[src/rtl/rmii_frame_tx_if.sv]
// rmii_frame_tx_if: groups the MAC-side byte handshake (data, last_i,
// start_i, done_o), the clock enable and the RMII TX pins of rmii_frame_tx.
// The slave modport is the serializer's view; master is the driver's view.
interface rmii_frame_tx_if;
  logic [7:0] data;
  logic       en_i;
  logic       start_i;
  logic       last_i;
  logic [1:0] tx_d;
  logic       tx_e;
  logic       done_o;

  modport master (
    output data, en_i, start_i, last_i,
    input  tx_d, tx_e, done_o
  );

  modport slave (
    input  data, en_i, start_i, last_i,
    output tx_d, tx_e, done_o
  );
endinterface

[src/rtl/rmii_frame_tx.sv]
// rmii_frame_tx: RMII (2-bit) Ethernet transmit serializer.
// Sends preamble + SFD, then payload bytes as dibits (LSB dibit first),
// optionally the FCS, and finishes with an inter-packet gap. Each payload
// byte load is acknowledged by a one-cycle done_o pulse so the source can
// present the next byte.
// Optional feature: define TX_FCS_EN to append CRC-32 (reflected 0xEDB88320)
// after the payload; without it the frame goes straight to the gap.
// rst_n is a synchronous, active-HIGH reset despite its name.
module rmii_frame_tx #(
  parameter int PREAMBLE_BYTES = 7,
  parameter int IPG_BYTES      = 12
) (
  input logic            ref_clk,
  input logic            rst_n,
  rmii_frame_tx_if.slave bus
);

  // Dibit counts for each frame section (4 dibits per byte).
  localparam int PRE_DIBITS = 4 * (PREAMBLE_BYTES + 1);
  localparam int IPG_DIBITS = 4 * IPG_BYTES;
  localparam int FCS_DIBITS = 16;
  localparam int CNT_MAX_A  = (PRE_DIBITS > IPG_DIBITS) ? PRE_DIBITS : IPG_DIBITS;
  localparam int CNT_MAX    = (CNT_MAX_A > FCS_DIBITS) ? CNT_MAX_A : FCS_DIBITS;
  localparam int CNT_W      = $clog2(CNT_MAX + 1);

  // The section counter runs 1..LAST inside a state; the edge that enters
  // the state is dibit 0 of that section.
  localparam logic [CNT_W-1:0] PRE_LAST = CNT_W'(PRE_DIBITS - 1);
  localparam logic [CNT_W-1:0] IPG_LAST = CNT_W'(IPG_DIBITS - 1);
  localparam logic [CNT_W-1:0] CNT_ONE  = CNT_W'(1);
`ifdef TX_FCS_EN
  localparam logic [CNT_W-1:0] FCS_LAST = CNT_W'(FCS_DIBITS);
  localparam logic [31:0]      CRC_POLY = 32'hEDB88320;
`endif

  typedef enum logic [2:0] {
    ST_IDLE,
    ST_PRE,
    ST_DATA,
`ifdef TX_FCS_EN
    ST_FCS,
`endif
    ST_IPG
  } state_t;

  state_t           state_reg, state_next;
  logic [CNT_W-1:0] cnt_reg, cnt_next;
  logic [1:0]       rem_reg, rem_next;      // dibits of the current byte still to send
  logic [5:0]       shift_reg, shift_next;  // upper three dibits of the current byte
  logic             last_reg, last_next;    // current byte is the final payload byte
  logic [1:0]       tx_d_reg, tx_d_next;
  logic             tx_e_reg, tx_e_next;
  logic             done_reg, done_next;

`ifdef TX_FCS_EN
  // CRC runs over exactly the payload dibits that go on the wire. During
  // FCS the same register holds the inverted CRC and is shifted out.
  logic [31:0] crc_reg, crc_next;
  logic [1:0]  crc_din;
  logic [31:0] crc_stage [0:2];

  // Dibit entering the CRC: a shift edge sends shift_reg[1:0], a load edge sends data[1:0].
  assign crc_din      = (rem_reg != 2'd0) ? shift_reg[1:0] : bus.data[1:0];
  assign crc_stage[0] = crc_reg;

  // Two bit-serial reflected CRC steps, LSB of the dibit first.
  genvar gi;
  generate
    for (gi = 0; gi < 2; gi++) begin : g_crc_bit
      assign crc_stage[gi+1] = (crc_stage[gi][0] ^ crc_din[gi])
                             ? ((crc_stage[gi] >> 1) ^ CRC_POLY)
                             : (crc_stage[gi] >> 1);
    end
  endgenerate
`endif

  assign bus.tx_d   = tx_d_reg;
  assign bus.tx_e   = tx_e_reg;
  assign bus.done_o = done_reg;

  // State and output registers; reset has priority and aborts any frame.
  always_ff @(posedge ref_clk) begin
    if (rst_n) begin
      state_reg <= ST_IDLE;
      cnt_reg   <= '0;
      rem_reg   <= 2'd0;
      shift_reg <= '0;
      last_reg  <= 1'b0;
      tx_d_reg  <= 2'b00;
      tx_e_reg  <= 1'b0;
      done_reg  <= 1'b0;
`ifdef TX_FCS_EN
      crc_reg   <= '0;
`endif
    end else begin
      state_reg <= state_next;
      cnt_reg   <= cnt_next;
      rem_reg   <= rem_next;
      shift_reg <= shift_next;
      last_reg  <= last_next;
      tx_d_reg  <= tx_d_next;
      tx_e_reg  <= tx_e_next;
      done_reg  <= done_next;
`ifdef TX_FCS_EN
      crc_reg   <= crc_next;
`endif
    end
  end

  // Next-state and next-output logic; nothing moves on edges with en_i=0,
  // except done_o which is only ever high for the cycle after a load edge.
  always_comb begin
    state_next = state_reg;
    cnt_next   = cnt_reg;
    rem_next   = rem_reg;
    shift_next = shift_reg;
    last_next  = last_reg;
    tx_d_next  = tx_d_reg;
    tx_e_next  = tx_e_reg;
    done_next  = 1'b0;
`ifdef TX_FCS_EN
    crc_next   = crc_reg;
`endif
    if (bus.en_i) begin
      case (state_reg)
        ST_IDLE: begin
          tx_e_next = 1'b0;
          tx_d_next = 2'b00;
          if (bus.start_i) begin
            // Start edge already drives preamble dibit 0.
            state_next = ST_PRE;
            cnt_next   = CNT_ONE;
            tx_e_next  = 1'b1;
            tx_d_next  = 2'b01;
`ifdef TX_FCS_EN
            crc_next   = '1;
`endif
          end
        end

        ST_PRE: begin
          tx_e_next = 1'b1;
          if (cnt_reg == PRE_LAST) begin
            // Final dibit of the SFD 0xD5; next edge is the first byte load.
            tx_d_next  = 2'b11;
            state_next = ST_DATA;
            rem_next   = 2'd0;
            last_next  = 1'b0;
          end else begin
            tx_d_next = 2'b01;
            cnt_next  = cnt_reg + CNT_ONE;
          end
        end

        ST_DATA: begin
          tx_e_next = 1'b1;
          if (rem_reg != 2'd0) begin
            // Shift out the remaining dibits of the current byte.
            tx_d_next  = shift_reg[1:0];
            shift_next = {2'b00, shift_reg[5:2]};
            rem_next   = rem_reg - 2'd1;
`ifdef TX_FCS_EN
            crc_next   = crc_stage[2];
`endif
          end else if (last_reg) begin
`ifdef TX_FCS_EN
            // Payload done: this edge sends FCS dibit 0, keep the rest inverted.
            state_next = ST_FCS;
            tx_d_next  = ~crc_reg[1:0];
            crc_next   = {2'b00, ~crc_reg[31:2]};
            cnt_next   = CNT_ONE;
`else
            // Payload done: this edge is the first gap dibit.
            state_next = ST_IPG;
            tx_e_next  = 1'b0;
            tx_d_next  = 2'b00;
            cnt_next   = CNT_ONE;
`endif
          end else begin
            // Byte boundary: load the next byte and acknowledge it.
            tx_d_next  = bus.data[1:0];
            shift_next = bus.data[7:2];
            rem_next   = 2'd3;
            last_next  = bus.last_i;
            done_next  = 1'b1;
`ifdef TX_FCS_EN
            crc_next   = crc_stage[2];
`endif
          end
        end

`ifdef TX_FCS_EN
        ST_FCS: begin
          if (cnt_reg == FCS_LAST) begin
            state_next = ST_IPG;
            tx_e_next  = 1'b0;
            tx_d_next  = 2'b00;
            cnt_next   = CNT_ONE;
          end else begin
            tx_e_next = 1'b1;
            tx_d_next = crc_reg[1:0];
            crc_next  = crc_reg >> 2;
            cnt_next  = cnt_reg + CNT_ONE;
          end
        end
`endif

        ST_IPG: begin
          tx_e_next = 1'b0;
          tx_d_next = 2'b00;
          if (cnt_reg == IPG_LAST) begin
            state_next = ST_IDLE;
            cnt_next   = '0;
          end else begin
            cnt_next = cnt_reg + CNT_ONE;
          end
        end

        default: begin
          state_next = ST_IDLE;
          tx_e_next  = 1'b0;
          tx_d_next  = 2'b00;
        end
      endcase
    end
  end

endmodule

[src/flat_wrapper.sv]
// flat-port wrapper written by rule: the top's interface ports become plain ports
module rmii_frame_tx_flat 
#(
  parameter int PREAMBLE_BYTES = 7,
  parameter int IPG_BYTES      = 12
)
  (ref_clk, rst_n, bus_data, bus_en_i, bus_start_i, bus_last_i, bus_tx_d, bus_tx_e, bus_done_o);
  rmii_frame_tx_if bus_i ();
  input logic ref_clk;
  input logic rst_n;
  input wire logic [$bits(bus_i.data)-1:0] bus_data;
  input wire logic [$bits(bus_i.en_i)-1:0] bus_en_i;
  input wire logic [$bits(bus_i.start_i)-1:0] bus_start_i;
  input wire logic [$bits(bus_i.last_i)-1:0] bus_last_i;
  output wire logic [$bits(bus_i.tx_d)-1:0] bus_tx_d;
  output wire logic [$bits(bus_i.tx_e)-1:0] bus_tx_e;
  output wire logic [$bits(bus_i.done_o)-1:0] bus_done_o;
  assign bus_i.data = bus_data;
  assign bus_i.en_i = bus_en_i;
  assign bus_i.start_i = bus_start_i;
  assign bus_i.last_i = bus_last_i;
  assign bus_tx_d = bus_i.tx_d;
  assign bus_tx_e = bus_i.tx_e;
  assign bus_done_o = bus_i.done_o;
  rmii_frame_tx #(.PREAMBLE_BYTES(PREAMBLE_BYTES), .IPG_BYTES(IPG_BYTES)) u_core (.ref_clk(ref_clk), .rst_n(rst_n), .bus(bus_i));
endmodule
[config.mk]
export PLATFORM = sky130hd
export DESIGN_NAME = rmii_frame_tx_flat
export DESIGN_NICKNAME = d
export VERILOG_FILES = /design/src/rtl/rmii_frame_tx_if.sv /design/src/rtl/rmii_frame_tx.sv /design/src/flat_wrapper.sv
export SDC_FILE = /design/constraint.sdc
export NUM_CORES = 1
export LEC_CHECK = 0
export ABC_CLOCK_PERIOD_IN_PS = 2500
export BUFFER_PORTS_ARGS = -buffer_cell sky130_fd_sc_hd__buf_4
export CORE_UTILIZATION = 45
export CTS_BUF_LIST = sky130_fd_sc_hd__clkbuf_16
export DETAILED_ROUTE_END_ITERATION = 8
export GPL_TIMING_DRIVEN = 0
export PLACE_DENSITY = 0.71
export SLEW_MARGIN = 20
export SYNTH_ARGS = -nofsm -noshare
export SYNTH_HDL_FRONTEND = slang
export SYNTH_SLANG_ARGS = --single-unit
[constraint.sdc]
create_clock -name ref_clk -period 2.5 [get_ports ref_clk]
set_clock_uncertainty 0.05 [all_clocks]
set_input_delay 0 -clock ref_clk [delete_from_list [all_inputs] [get_ports ref_clk]]
set_output_delay 0 -clock ref_clk [all_outputs]
set_load 0.01 [all_outputs]
# ---- Word level (Yosys, flattened, before mapping)
# Cells that the tools add are included.
# W data, S select, Z words.
dict set report word_totals {
  reg_bits 22
  in_bits 13
  out_inout_bits 4
  word_cells 66
}
dict set report op_classes {
  addsub 2
  n_eq_ne 13
  mux 31
  n_bitwise 2
  reduce_logical 10
}
# cell n
set ops {}
lappend ops {{$mux W6} 7}
lappend ops {{$pmux W6 S4} 1}
lappend ops {{$mux W3} 5}
lappend ops {{$mux W2} 6}
lappend ops {{$pmux W3 S4} 1}
lappend ops {{$reduce_and A6 Y1} 2}
lappend ops {{$ne A2 B2 Y1 const B} 4}
lappend ops {{$reduce_and A4 Y1} 2}
lappend ops {{$mux W1} 7}
lappend ops {{$add A6 B1 Y6 const B} 1}
lappend ops {{$eq A3 B2 Y1 const B} 2}
lappend ops {{$eq A6 B5 Y1 const B} 1}
lappend ops {{$eq A6 B6 Y1 const B} 1}
lappend ops {{$ne A2 B1 Y1 const B} 3}
lappend ops {{$pmux W2 S3} 1}
lappend ops {{$pmux W2 S2} 1}
lappend ops {{$reduce_bool A2 Y1} 2}
lappend ops {{$reduce_bool A4 Y1} 1}
lappend ops {{$reduce_or A4 Y1} 1}
lappend ops {{$eq A3 B1 Y1 const B} 1}
lappend ops {{$logic_not A3 Y1} 1}
lappend ops {{$ne A3 B3 Y1 const B} 1}
lappend ops {{$pmux W1 S3} 1}
lappend ops {{$reduce_and A3 Y1} 1}
lappend ops {{3 further kinds} 4}

# ---- Longest topological paths before layout
# Gate-level depths: netlist of the first run.
dict set report depth {
  depth_word 3
  mapped_depth 7
  depth_no_buf 6
}

# ---- Worst setup path after synthesis of the first run
# No wires, ideal clock.
dict set report synth_path {
  path_kind {register to register}
  start {register u_core.state_reg[0]}
  end {register u_core.cnt_reg[3]}
  setup_time_ns 0.131
  arrival_ns 1.633
  required_time_ns 2.319
  path_slack_ns 0.686
  path_stages_with_launch 7
  n_path_buf 0
  synth_period_minus_slack_ns 1.814
  path_cell_list {dfxtp_1 inv_1 ha_1 or4_1 nand4_4 or2_2 o32ai_2}
}
dict set report synth_via {
  elab_chain_len 3
  elab_cells_between_ends 11
  cone_classes {7 x eq/ne; 1 x mux; 3 x reduce/logical}
}
# item line_no
set synth_lines {}
lappend synth_lines {{from (decl)} rmii_frame_tx.sv:46} ;# state_t state_reg, state_next;
lappend synth_lines {{from (signal assigned)} rmii_frame_tx.sv:96} ;# state_reg <= state_next;
lappend synth_lines {{$eq A3 B1 Y1, or another cell as far along} rmii_frame_tx.sv:125} ;# case (state_reg)
lappend synth_lines {{$ne A2 B2 Y1 (no source line), or another cell as far along} n/a}
lappend synth_lines {{$reduce_and A6 Y1 (no source line)} n/a}
lappend synth_lines {{to (signal assigned)} rmii_frame_tx.sv:97} ;# cnt_reg <= cnt_next;
lappend synth_lines {{to (decl)} rmii_frame_tx.sv:47} ;# logic [CNT_W-1:0] cnt_reg, cnt_next;
# Parallel ways exist; a longest one is shown, timed or not.
# A chain may end at the register's enable or synchronous reset.

# ---- Final worst setup path of the first run
dict set report layout_path {
  start {register u_core.state_reg[0]}
  end {register u_core.cnt_reg[5]}
}
# The elaborated chain is that of the path after synthesis.

==> run metrics, run 1 <==
Port Buf Inserts=15; number of synthesized flops with an enable pin=0; Crit. End Element=flop; Worst Hold Launch=bus_data[4]; placed instance area=1400 um2; Final Net Count=181; Met2 Wirelength=1.36 mm; starting density of the core=49.0%; hpwl dp=2.06 mm; worst min-delay path category=input pin to flop; CTS tree=yes; crit path DAT=2.09 ns; Crit. Startpoint=u_core.state_reg[0]; post-synthesis async set-or-reset flop share=0%; Final Util=58.8%; setup TNS=0 ns; Post-CTS Setup Inserts=0; top sig layer=met4; detailed-route via count=1064; Detailed Route WL=2.72 mm; Max stage delay on crit path=0.60 ns; status=finished, final reports clean; chip height=54.7 um; crit-path cells=inv_1 -> ha_1 -> or4_1 -> nand4_4 -> or2_2 -> o32ai_2; Highest Clock Rate=498 MHz; CP required=2.58 ns; drt first pass iters=5; WL met3=54 um; slowest cell on the critical path=or4_1; Synth top area share=33.7%; Synth Cell Area=1250 um2; max_cap viols=0; Final Hold Fails=0; initial antenna violation count=0; syn nets=159; Clock Path Buffers=2; Yosys top cell by area=dfxtp_1; routability congestion estimate=0.796; fin crit share=80.4%; Lkg Pwr=0.561 nW; DR vias/cell=5.57; Iteration-0 DRC Markers=20; setup violators final=0; crit path time final=2.01 ns; Layout Cells excl Fill=191; Antenna diodes=0; top cells by area, synth=dfxtp_1 (34%), mux2i_1 (7.2%), ha_1 (6.0%); reg-to-reg startpoint=u_core.state_reg[0]; DIE WIDTH=54.7 um; DRC errors left=0; # clock sinks=21; Worst Max-Slew Pin Slew=0.510 ns; post-route cell area=1500 um2; number of global-route vias before repair=989; Clock transition at path regs=0.06 ns; Seq/Total Area, Yosys=33.7%; CP Class=flop to flop; pwr/cell area=625 nW/um2; Seq cells post-synth=21; Ports=17; Synth Flop Type=dfxtp_1; die area=2990 um2; type of origin of the critical path=flop; Mapped Cells=140; Root Driver=clkbuf_16; synth-to-layout area growth=20.1%; CP max FO=9; global route total overflow=0; # resized after CTS=0; antenna viol nets, final=0; num rows=18; worst skew pair latency=0.26 ns; layout cells sized above 1=21.7%; Inserted Clock Buffers=3; hold_ws=0.0451 ns; first-pass GRT wire length=4.46 mm; synthesized area per cell=8.91 um2; relative slew slack=66.0%; DRT met1 WL=1.27 mm; Slew Viols, Final=0; Inst Count DP=185; VDD IR max=0.499 mV; DR WL/cell=14.3 um; core outline area=2540 um2; Synth warnings=0; total track usage=21.1%; H-tree Lvls=1; pin count of the biggest net entering global routing=13; RSZ-0062 raised after global routing=no; Synth cell types=41
per-stage QoR:
| step | setup WS [ns] | power [W] |
|---|---|---|
| finish | 0.491 | 0.000935 |
| global placement | 0.550 | 0.000586 |
| detailed placement | 0.509 | 0.000598 |
| global route | 0.336 | 0.000985 |
| floorplan | 0.686 | 0.000534 |
| CTS | 0.489 | 0.000941 |
timing repair:
item | in CTS | in global routing
hold buffers | 2 | 0
endpoints found under the hold margin | 2 | 0
setup endpoints to repair | 0 | 0
layer usage:
| metal | up-vias | global-route usage [%] |
|---|---|---|
| met2 | 15 | 32.7 |
| li1 | 552 | - |
| met5 | - | 0 |
| met4 | 0 | 8.12 |
| met1 | 492 | 29.8 |
| met3 | 5 | 1.67 |
placed cells by master (no fill, tap or decap), types with 3 or more instances in the layout:
cell type   n
a211oi_1    6
a21oi_1    10
buf_4      15
clkbuf_16   3
dfxtp_1    21
ha_1        6
inv_1       9
mux2i_1     9
nand2_1     6
nand2b_1    6
nand3_1     5
nor2_1     10
o21ai_0     9
or3_1       3
or4_1       3
cell families after synthesis:
logic type / count (synthesis) / synth area share [%]
muxes: 9 / 7.22
adders and majority gates: 6 / 6.02
AOI/OAI and AO/OA: 38 / 22.7
DFF: 21 / 33.7
buffers and inverters: 14 / 5.02
and+or+nand+nor: 52 / 25.4
critical path, delay by kind of cell (launching register included):
| family | cells | cell delay, ns |
|---|---|---|
| AND/OR/NAND/NOR | 3 | 0.96 |
| buffers and inverters | 1 | 0.08 |
| AO/OA/AOI/OAI | 1 | 0.10 |
| flip-flops | 1 | 0.38 |
| adder cells (fa/ha/maj) | 1 | 0.30 |
final timing paths:
check        slack [ns]             endpoint  cells past startpoint
min reg2reg        0.44    u_core.rem_reg[1]                      2
min                0.05  u_core.shift_reg[2]                      3
max                0.49    u_core.cnt_reg[5]                      6
max reg2reg        0.49    u_core.cnt_reg[5]                      6
synth_stat cells, types with 2 or more instances:
library cell,instances
a31oi_1,2
or2_2,2
o21ai_0,9
inv_1,9
or3_1,3
nor2_1,10
and2_1,2
dfxtp_1,21
clkbuf_1,2
buf_2,2
o32ai_2,2
or4_1,3
nor2b_1,2
ha_1,6
nor3_1,2
nand2b_1,6
nand3_1,5
a21bo_2,2
a21oi_1,10
a211oi_1,6
mux2i_1,9
nand2_1,6
cell type report:
class / instances / area, um2
Fill cell: 241 / 1050
Multi-Input combinational cell: 105 / 764
Sequential cell: 21 / 420
Timing Repair Buffer: 17 / 133
Clock buffer: 3 / 75.1
Tap cell: 30 / 37.5
Inverter: 9 / 33.8
Buffer: 5 / 28.8
Clock inverter: 1 / 5.00
report_power, final:
group	internal (W)	total, W	switching [W]
sequential	0.000354	0.000368	0.0000147
clock	0.000215	0.000344	0.000129
combinational	0.0000988	0.000223	0.000124
(Power assumes the default switching activity.)
==> run 2, diff against run 1 <==
--- a/config.mk
+++ b/config.mk
@@ -5,13 +5,14 @@
 export SDC_FILE = /design/constraint.sdc
 export NUM_CORES = 1
 export LEC_CHECK = 0
-export ABC_CLOCK_PERIOD_IN_PS = 2500
+export ABC_AREA = 1
+export ABC_CLOCK_PERIOD_IN_PS = 1600
 export BUFFER_PORTS_ARGS = -buffer_cell sky130_fd_sc_hd__buf_4
 export CORE_UTILIZATION = 45
 export CTS_BUF_LIST = sky130_fd_sc_hd__clkbuf_16
 export DETAILED_ROUTE_END_ITERATION = 8
 export GPL_TIMING_DRIVEN = 0
-export PLACE_DENSITY = 0.71
+export PLACE_DENSITY = 0.73
 export SLEW_MARGIN = 20
 export SYNTH_ARGS = -nofsm -noshare
 export SYNTH_HDL_FRONTEND = slang
==> constraint.sdc (replaced) <==
create_clock -name ref_clk -period 1.6 [get_ports ref_clk]
set_clock_uncertainty 0.05 [all_clocks]
set_input_delay 0 -clock ref_clk [delete_from_list [all_inputs] [get_ports ref_clk]]
set_output_delay 0 -clock ref_clk [all_outputs]
set_load 0.01 [all_outputs]
==> run 2 against run 1 <==
Sequential power rose by 76%. Critical path type unchanged. Total power rose by 100%. Register-to-register slack got worse by 0.42 ns. Flip-flop and latch count did not move.
==> run metrics, run 2 <==
Yosys top cell by area=dfxtp_1; type of origin of the critical path=flop; Port Buf Inserts=15 (unchanged); Root Driver=clkbuf_16; Synth Flop Type=dfxtp_1; layout cells sized above 1=22.9% (+1.1 points); Clock Path Buffers=2 (unchanged); synth-to-layout area growth=24.7%; CP required=1.70 ns (-0.88 ns); Crit. End Element=flop; total track usage=18.1% (-3.0 points); worst skew pair latency=0.26 ns (about the same); top cells by area, synth=dfxtp_1 (32%), nand2_1 (13%), inv_1 (9.2%); # clock sinks=21 (unchanged); CP max FO=5 (-4); fin crit share=95.3% (+15 points); count leader, synth=nand2_1; crit path DAT=1.62 ns (-0.47 ns); relative slew slack=85.5% (+19 points); RSZ-0062 raised after global routing=yes; syn nets=221 (+39%); routability congestion estimate=0.847 (+6.4%); Met2 Wirelength=1.24 mm (-9.1%); Clock transition at path regs=0.06 ns (about the same); die area=3130 um2 (+4.7%); drt first pass iters=4 (-1); top sig layer=met4; detailed-route via count=1260 (+18%); synthesized area per cell=6.48 um2 (-27%); initial antenna violation count=0 (unchanged); chip height=55.9 um (+2.3%); commonest cells after routing, fill and taps aside=nand2_1 (46), inv_1 (32), nor2_1 (26), dfxtp_1 (18), buf_4 (17); core outline area=2760 um2 (+8.4%); number of synthesized flops with an enable pin=0 (unchanged); H-tree Lvls=1 (unchanged); starting density of the core=47.5% (-1.6 points); first-pass GRT wire length=4.51 mm (+0.92%); crit path time final=1.53 ns (-0.484 ns); WL met3=88 um (+63%); Detailed Route WL=2.73 mm (+0.40%); Mapped Cells=202 (+44%); hpwl dp=2.03 mm (-1.4%); worst min-delay path category=input pin to flop; Synth warnings=0 (unchanged); Lkg Pwr=0.734 nW (+31%); CP Class=flop to flop; Synth top area share=32.1% (-1.6 points); antenna viol nets, final=0 (unchanged); post-synthesis async set-or-reset flop share=0% (unchanged); pin count of the biggest net entering global routing=14 (+1); Final Hold Fails=0 (unchanged); pwr/cell area=1150 nW/um2 (+85%); Fill cells=256 (+6.2%); status=finished, final reports clean; Inserted Clock Buffers=3 (unchanged); Synth Cell Area=1310 um2 (+4.9%); final worst setup slack=0.0747 ns (-0.416 ns); CTS tree=yes; Synth cell types=26 (-37%); Highest Clock Rate=656 MHz (+32%); Final Net Count=243 (+34%); DRT met1 WL=1.37 mm (+7.9%); most instantiated cells after synthesis=nand2_1 (47), inv_1 (32), nor2_1 (27); DRC errors left=0 (unchanged); Inst Count DP=248 (+34%); Layout Cells excl Fill=254 (+33%); DIE WIDTH=55.9 um (+2.3%); Seq/Total Area, Yosys=32.1% (-1.6 points); worst slack, placed=-0.0127 ns (-0.522 ns); VDD IR max=0.719 mV (+44%); Slew Viols, Final=0 (unchanged); Antenna diodes=0 (unchanged); Ports=17 (unchanged); DR WL/cell=10.8 um (-24%); most common library cell in the layout ignoring fill and taps=nand2_1; num rows=19 (+1); Seq cells post-synth=21 (unchanged); Iteration-0 DRC Markers=33 (+65%); max_cap viols=0 (unchanged); Worst Max-Slew Pin Slew=0.216 ns (-0.293 ns); global route total overflow=0 (unchanged); DR vias/cell=4.96 (-11%); number of global-route vias before repair=1084 (+9.6%); setup violators final=0 (unchanged)
run 2: cell types whose count changed in the layout (fill, tap and decap cells not counted), sizes merged, moves of 4 or more:
cell	change
o21ai	+6
nand3	+10
inv	+25
nand2	+44
nand2b	-6
a21oi	+4
a211oi	-4
mux2i	-9
nor2	+20
run 2: worst paths after layout:
check	slack (ns)	cells past startpoint	start	endpoint
min reg2reg	0.40	2	u_core.shift_reg[2]	u_core.shift_reg[2]
max	0.07	8	u_core.cnt_reg[0]	u_core.cnt_reg[5]
min	0.002	3	bus_data[6]	u_core.shift_reg[4]
max reg2reg	0.07	8	u_core.cnt_reg[0]	u_core.cnt_reg[5]
run 2: final cells by class:
cell class                 count  area, um2  share of cell area (%)
buffer                         5       33.8                    2.07
clock buffer                   3       75.1                    4.60
clock inverter                 1       7.51                   0.460
inverter                      35        131                    8.05
multi-input combinational    141        788                    48.3
sequential                    21        427                    26.2
tap                           31       38.8                    2.38
timing repair buffer          17        130                    7.98
run 2: stage by stage:
stage	TNS, ns	hold slack, ns	power, W	area [um2]	util (%)
5_1_grt	-0.0600	0.0358	0.00202	1630	59.2
3_5_place_dp	-0.0254	0.257	0.00126	1460	52.9
4_1_cts	0	0.00914	0.00181	1560	56.5
6_report	0	0.00182	0.00188	1630	59.2
3_3_place_gp	0	0.252	0.00125	1460	52.9
2_1_floorplan	0	0.115	0.00112	1310	-
run 2: logic make-up after synthesis:
| family | count (synthesis) | share of synthesized area (%) |
|---|---|---|
| flops | 21 | 32.1 |
| simple gates | 102 | 35.1 |
| fa+ha+maj | 6 | 5.74 |
| buf+inv | 40 | 12.3 |
| compound gates | 33 | 14.7 |
run 2: repair_timing:
action / 4_1_cts / 5_1_grt
gates cloned: 0 / 0
hold buffers: 1 / 0
gates resized for setup: 3 / 16
setup buffers: 0 / 1
pin swaps: 0 / 2
endpoints found under the hold margin: 6 / 0
setup endpoints to repair: 3 / 13
run 2: power breakdown:
group / switching, W / internal [W] / leakage [nW] / total, W
clock: 0.000200 / 0.000338 / 0.0371 / 0.000539
combinational: 0.000420 / 0.000275 / 0.524 / 0.000695
sequential: 0.0000516 / 0.000597 / 0.173 / 0.000649
run 2: critical path, cell delays in order, from the launching register on:
cell	delay (ns)
dfxtp_2	0.37
ha_2	0.22
nand3_2	0.17
o21bai_2	0.23
nand2_2	0.13
clkinv_1	0.07
nor2_1	0.03
nor2_1	0.09
nor2_1	0.05
run 2: routing by layer:
layer	GRT usage [%]	up-vias
met4	6.97	0
met5	0	-
met3	3.95	4
met1	24.3	566
met2	28.4	17
li1	-	673
==> run 3, diff against run 2 <==
--- a/config.mk
+++ b/config.mk
@@ -6,13 +6,13 @@
 export NUM_CORES = 1
 export LEC_CHECK = 0
 export ABC_AREA = 1
-export ABC_CLOCK_PERIOD_IN_PS = 1600
+export ABC_CLOCK_PERIOD_IN_PS = 1800
 export BUFFER_PORTS_ARGS = -buffer_cell sky130_fd_sc_hd__buf_4
 export CORE_UTILIZATION = 45
 export CTS_BUF_LIST = sky130_fd_sc_hd__clkbuf_16
 export DETAILED_ROUTE_END_ITERATION = 8
 export GPL_TIMING_DRIVEN = 0
-export PLACE_DENSITY = 0.73
+export PLACE_DENSITY = 0.71
 export SLEW_MARGIN = 20
 export SYNTH_ARGS = -nofsm -noshare
 export SYNTH_HDL_FRONTEND = slang
==> constraint.sdc (replaced) <==
create_clock -name ref_clk -period 1.8 [get_ports ref_clk]
set_clock_uncertainty 0.05 [all_clocks]
set_input_delay 0 -clock ref_clk [delete_from_list [all_inputs] [get_ports ref_clk]]
set_output_delay 0 -clock ref_clk [all_outputs]
set_load 0.05 [all_outputs]
==> run 3 against run 2 <==
Sequential power fell by 12%. Sequential share of layout area rose by 0.97 points. Core utilization shrank 2.9 points. Hold slack better by 0.0045 ns. First-iteration DRC count is 64% higher. Non-clock buffer count down 1. Die area did not move. Global-route usage is 0.22 points lower.
==> run metrics, run 3 (synthesis results as in run 2) <==
setup TNS=0 ns (unchanged); worst skew pair latency=0.26 ns (about the same); DR WL/cell=10.1 um (-6.1%); Max stage delay on crit path=0.36 ns (about the same); Layout Cells excl Fill=253 (-0.39%); DRT met1 WL=1.34 mm (-2.4%); Internal Power=0.00103 W (-15%); status=finished, final reports clean; hold-fix buffers at CTS=1 (unchanged); Crit. End Element=flop; Final Hold Fails=0 (unchanged); die area=3130 um2 (unchanged); Met2 Wirelength=1.14 mm (-8.2%); routability congestion estimate=0.818 (-3.5%); Gate power share=35.3% (-1.6 points); WL met3=58 um (-34%); Inst Count DP=248 (unchanged); crit-path cells=inv_1 -> ha_1 -> buf_4 -> nand2_2 -> nand3_2 -> nor2_4 -> nand2_2 -> o21ai_1 -> nor2_1; number of global-route vias before repair=1060 (-2.2%); top sig layer=met4; synth-to-layout area growth=18.5%; initial antenna violation count=0 (unchanged); WP buf/inv=2 (+1); H-tree Lvls=1 (unchanged); drt first pass iters=4 (unchanged); Final Net Count=242 (-0.41%); Clock transition at path regs=0.06 ns (about the same); total track usage=17.9% (-0.22 points); Slew Viols, Final=0 (unchanged); crit path time final=1.60 ns (+0.0748 ns); RSZ-0062 raised after global routing=no; setup violators final=0 (unchanged); DIE WIDTH=55.9 um (unchanged); detailed-route via count=1220 (-3.2%); reg-to-reg slack, setup=0.20 ns (+0.13 ns); crit path DAT=1.70 ns (+0.08 ns); Lkg Pwr=0.730 nW (-0.51%); core outline area=2760 um2 (unchanged); Root Driver=clkbuf_16; # clock sinks=21 (unchanged); relative slew slack=80.8% (-4.7 points); # resized after CTS=0 (-3); Switching Fraction=36.0% (+0.28 points); Highest Clock Rate=625 MHz (-4.7%); CP Class=flop to flop; Port Buf Inserts=15 (unchanged); worst min-delay path category=input pin to flop; fin crit share=88.9% (-6.4 points); DRC errors left=0 (unchanged); Post-CTS Setup Inserts=0 (unchanged); DR vias/cell=4.82 (-2.8%); pwr/cell area=1040 nW/um2 (-9.8%); first-pass GRT wire length=4.46 mm (-0.91%); global route total overflow=0 (unchanged); num rows=19 (unchanged); antenna viol nets, final=0 (unchanged); layout cells sized above 1=17.6% (-5.3 points); CTS tree=yes; chip height=55.9 um (unchanged); commonest cells after routing, fill and taps aside=nand2_1 (47), inv_1 (32), nor2_1 (27), dfxtp_1 (21), buf_4 (17); Sequential Power Share=35.3% (+0.8 points); starting density of the core=47.5% (unchanged); CP required=1.90 ns (+0.20 ns); pin count of the biggest net entering global routing=13 (-1); Crit path max-delay family=simple AND/OR/NAND/NOR gates; Ports=17 (unchanged); max_cap viols=0 (unchanged); Detailed Route WL=2.56 mm (-6.4%); Clock Path Buffers=2 (unchanged); slowest cell on the critical path=dfxtp_1; Antenna diodes=0 (unchanged); VDD IR max=0.575 mV (-20%); CP max FO=8 (+3); Inserted Clock Buffers=3 (unchanged); hpwl dp=1.97 mm (-2.9%); post-layout power=0.00161 W (-14%); Iteration-0 DRC Markers=54 (+64%); most common library cell in the layout ignoring fill and taps=nand2_1; cell mode on critical path=nand2_2; Switch Pwr=0.000580 W (-14%); Worst Max-Slew Pin Slew=0.287 ns (+0.0711 ns); type of origin of the critical path=flop; clock network fraction of total power=29.4% (+0.8 points)
-- run 3: worst min-delay path, delay by kind of cell --
kind	cells	cell delay, ns
compound gates	2	0.19
buf+inv	1	0.08
-- run 3: final cells by class --
| cell class | count | area, um2 |
|---|---|---|
| repair buffers | 16 | 123 |
| flip-flops and latches | 21 | 420 |
| clock inverters | 1 | 5.00 |
| multi-input cells | 141 | 727 |
| fillers | 290 | 1210 |
| well taps | 31 | 38.8 |
| inverters | 35 | 131 |
| clock buffers | 3 | 75.1 |
| plain buffers | 5 | 30.0 |
-- run 3: final timing paths --
| check | from | end | cells after the start |
|---|---|---|---|
| worst max-delay path | u_core.state_reg[0] | u_core.cnt_reg[2] | 9 |
| worst min-delay path | bus_data[6] | u_core.shift_reg[4] | 3 |
| worst max register to register | u_core.state_reg[0] | u_core.cnt_reg[2] | 9 |
| worst min register to register | u_core.shift_reg[3] | u_core.shift_reg[3] | 2 |
-- run 3: power groups by stage --
| stage | clock (W) | combinational, W | sequential, W |
|---|---|---|---|
| after floorplan | 0 | 0.000420 | 0.000601 |
| after global placement | 0 | 0.000568 | 0.000578 |
| after detailed placement | 0 | 0.000569 | 0.000579 |
| after CTS | 0.000485 | 0.000573 | 0.000569 |
| after global routing | 0.000505 | 0.000658 | 0.000578 |
| final | 0.000474 | 0.000570 | 0.000569 |
-- run 3: layer usage --
| layer | GRT usage (%) | vias to the layer above |
|---|---|---|
| met4 | 6.27 | 0 |
| met5 | 0 | - |
| li1 | - | 680 |
| met2 | 28.7 | 11 |
| met3 | 2.79 | 2 |
| met1 | 24.4 | 527 |
-- run 3: metrics by stage --
| step | area [um2] | worst slack [ns] | util [%] | hold WS [ns] |
|---|---|---|---|---|
| CTS | 1550 | 0.208 | 56.2 | 0.0130 |
| finish | 1550 | 0.200 | 56.2 | 0.00628 |
| global route | 1550 | 0.0778 | 56.2 | 0.0286 |
| global placement | 1460 | 0.214 | 52.9 | 0.252 |
| floorplan | 1310 | 0.377 | - | 0.115 |
| detailed placement | 1460 | 0.220 | 52.9 | 0.258 |
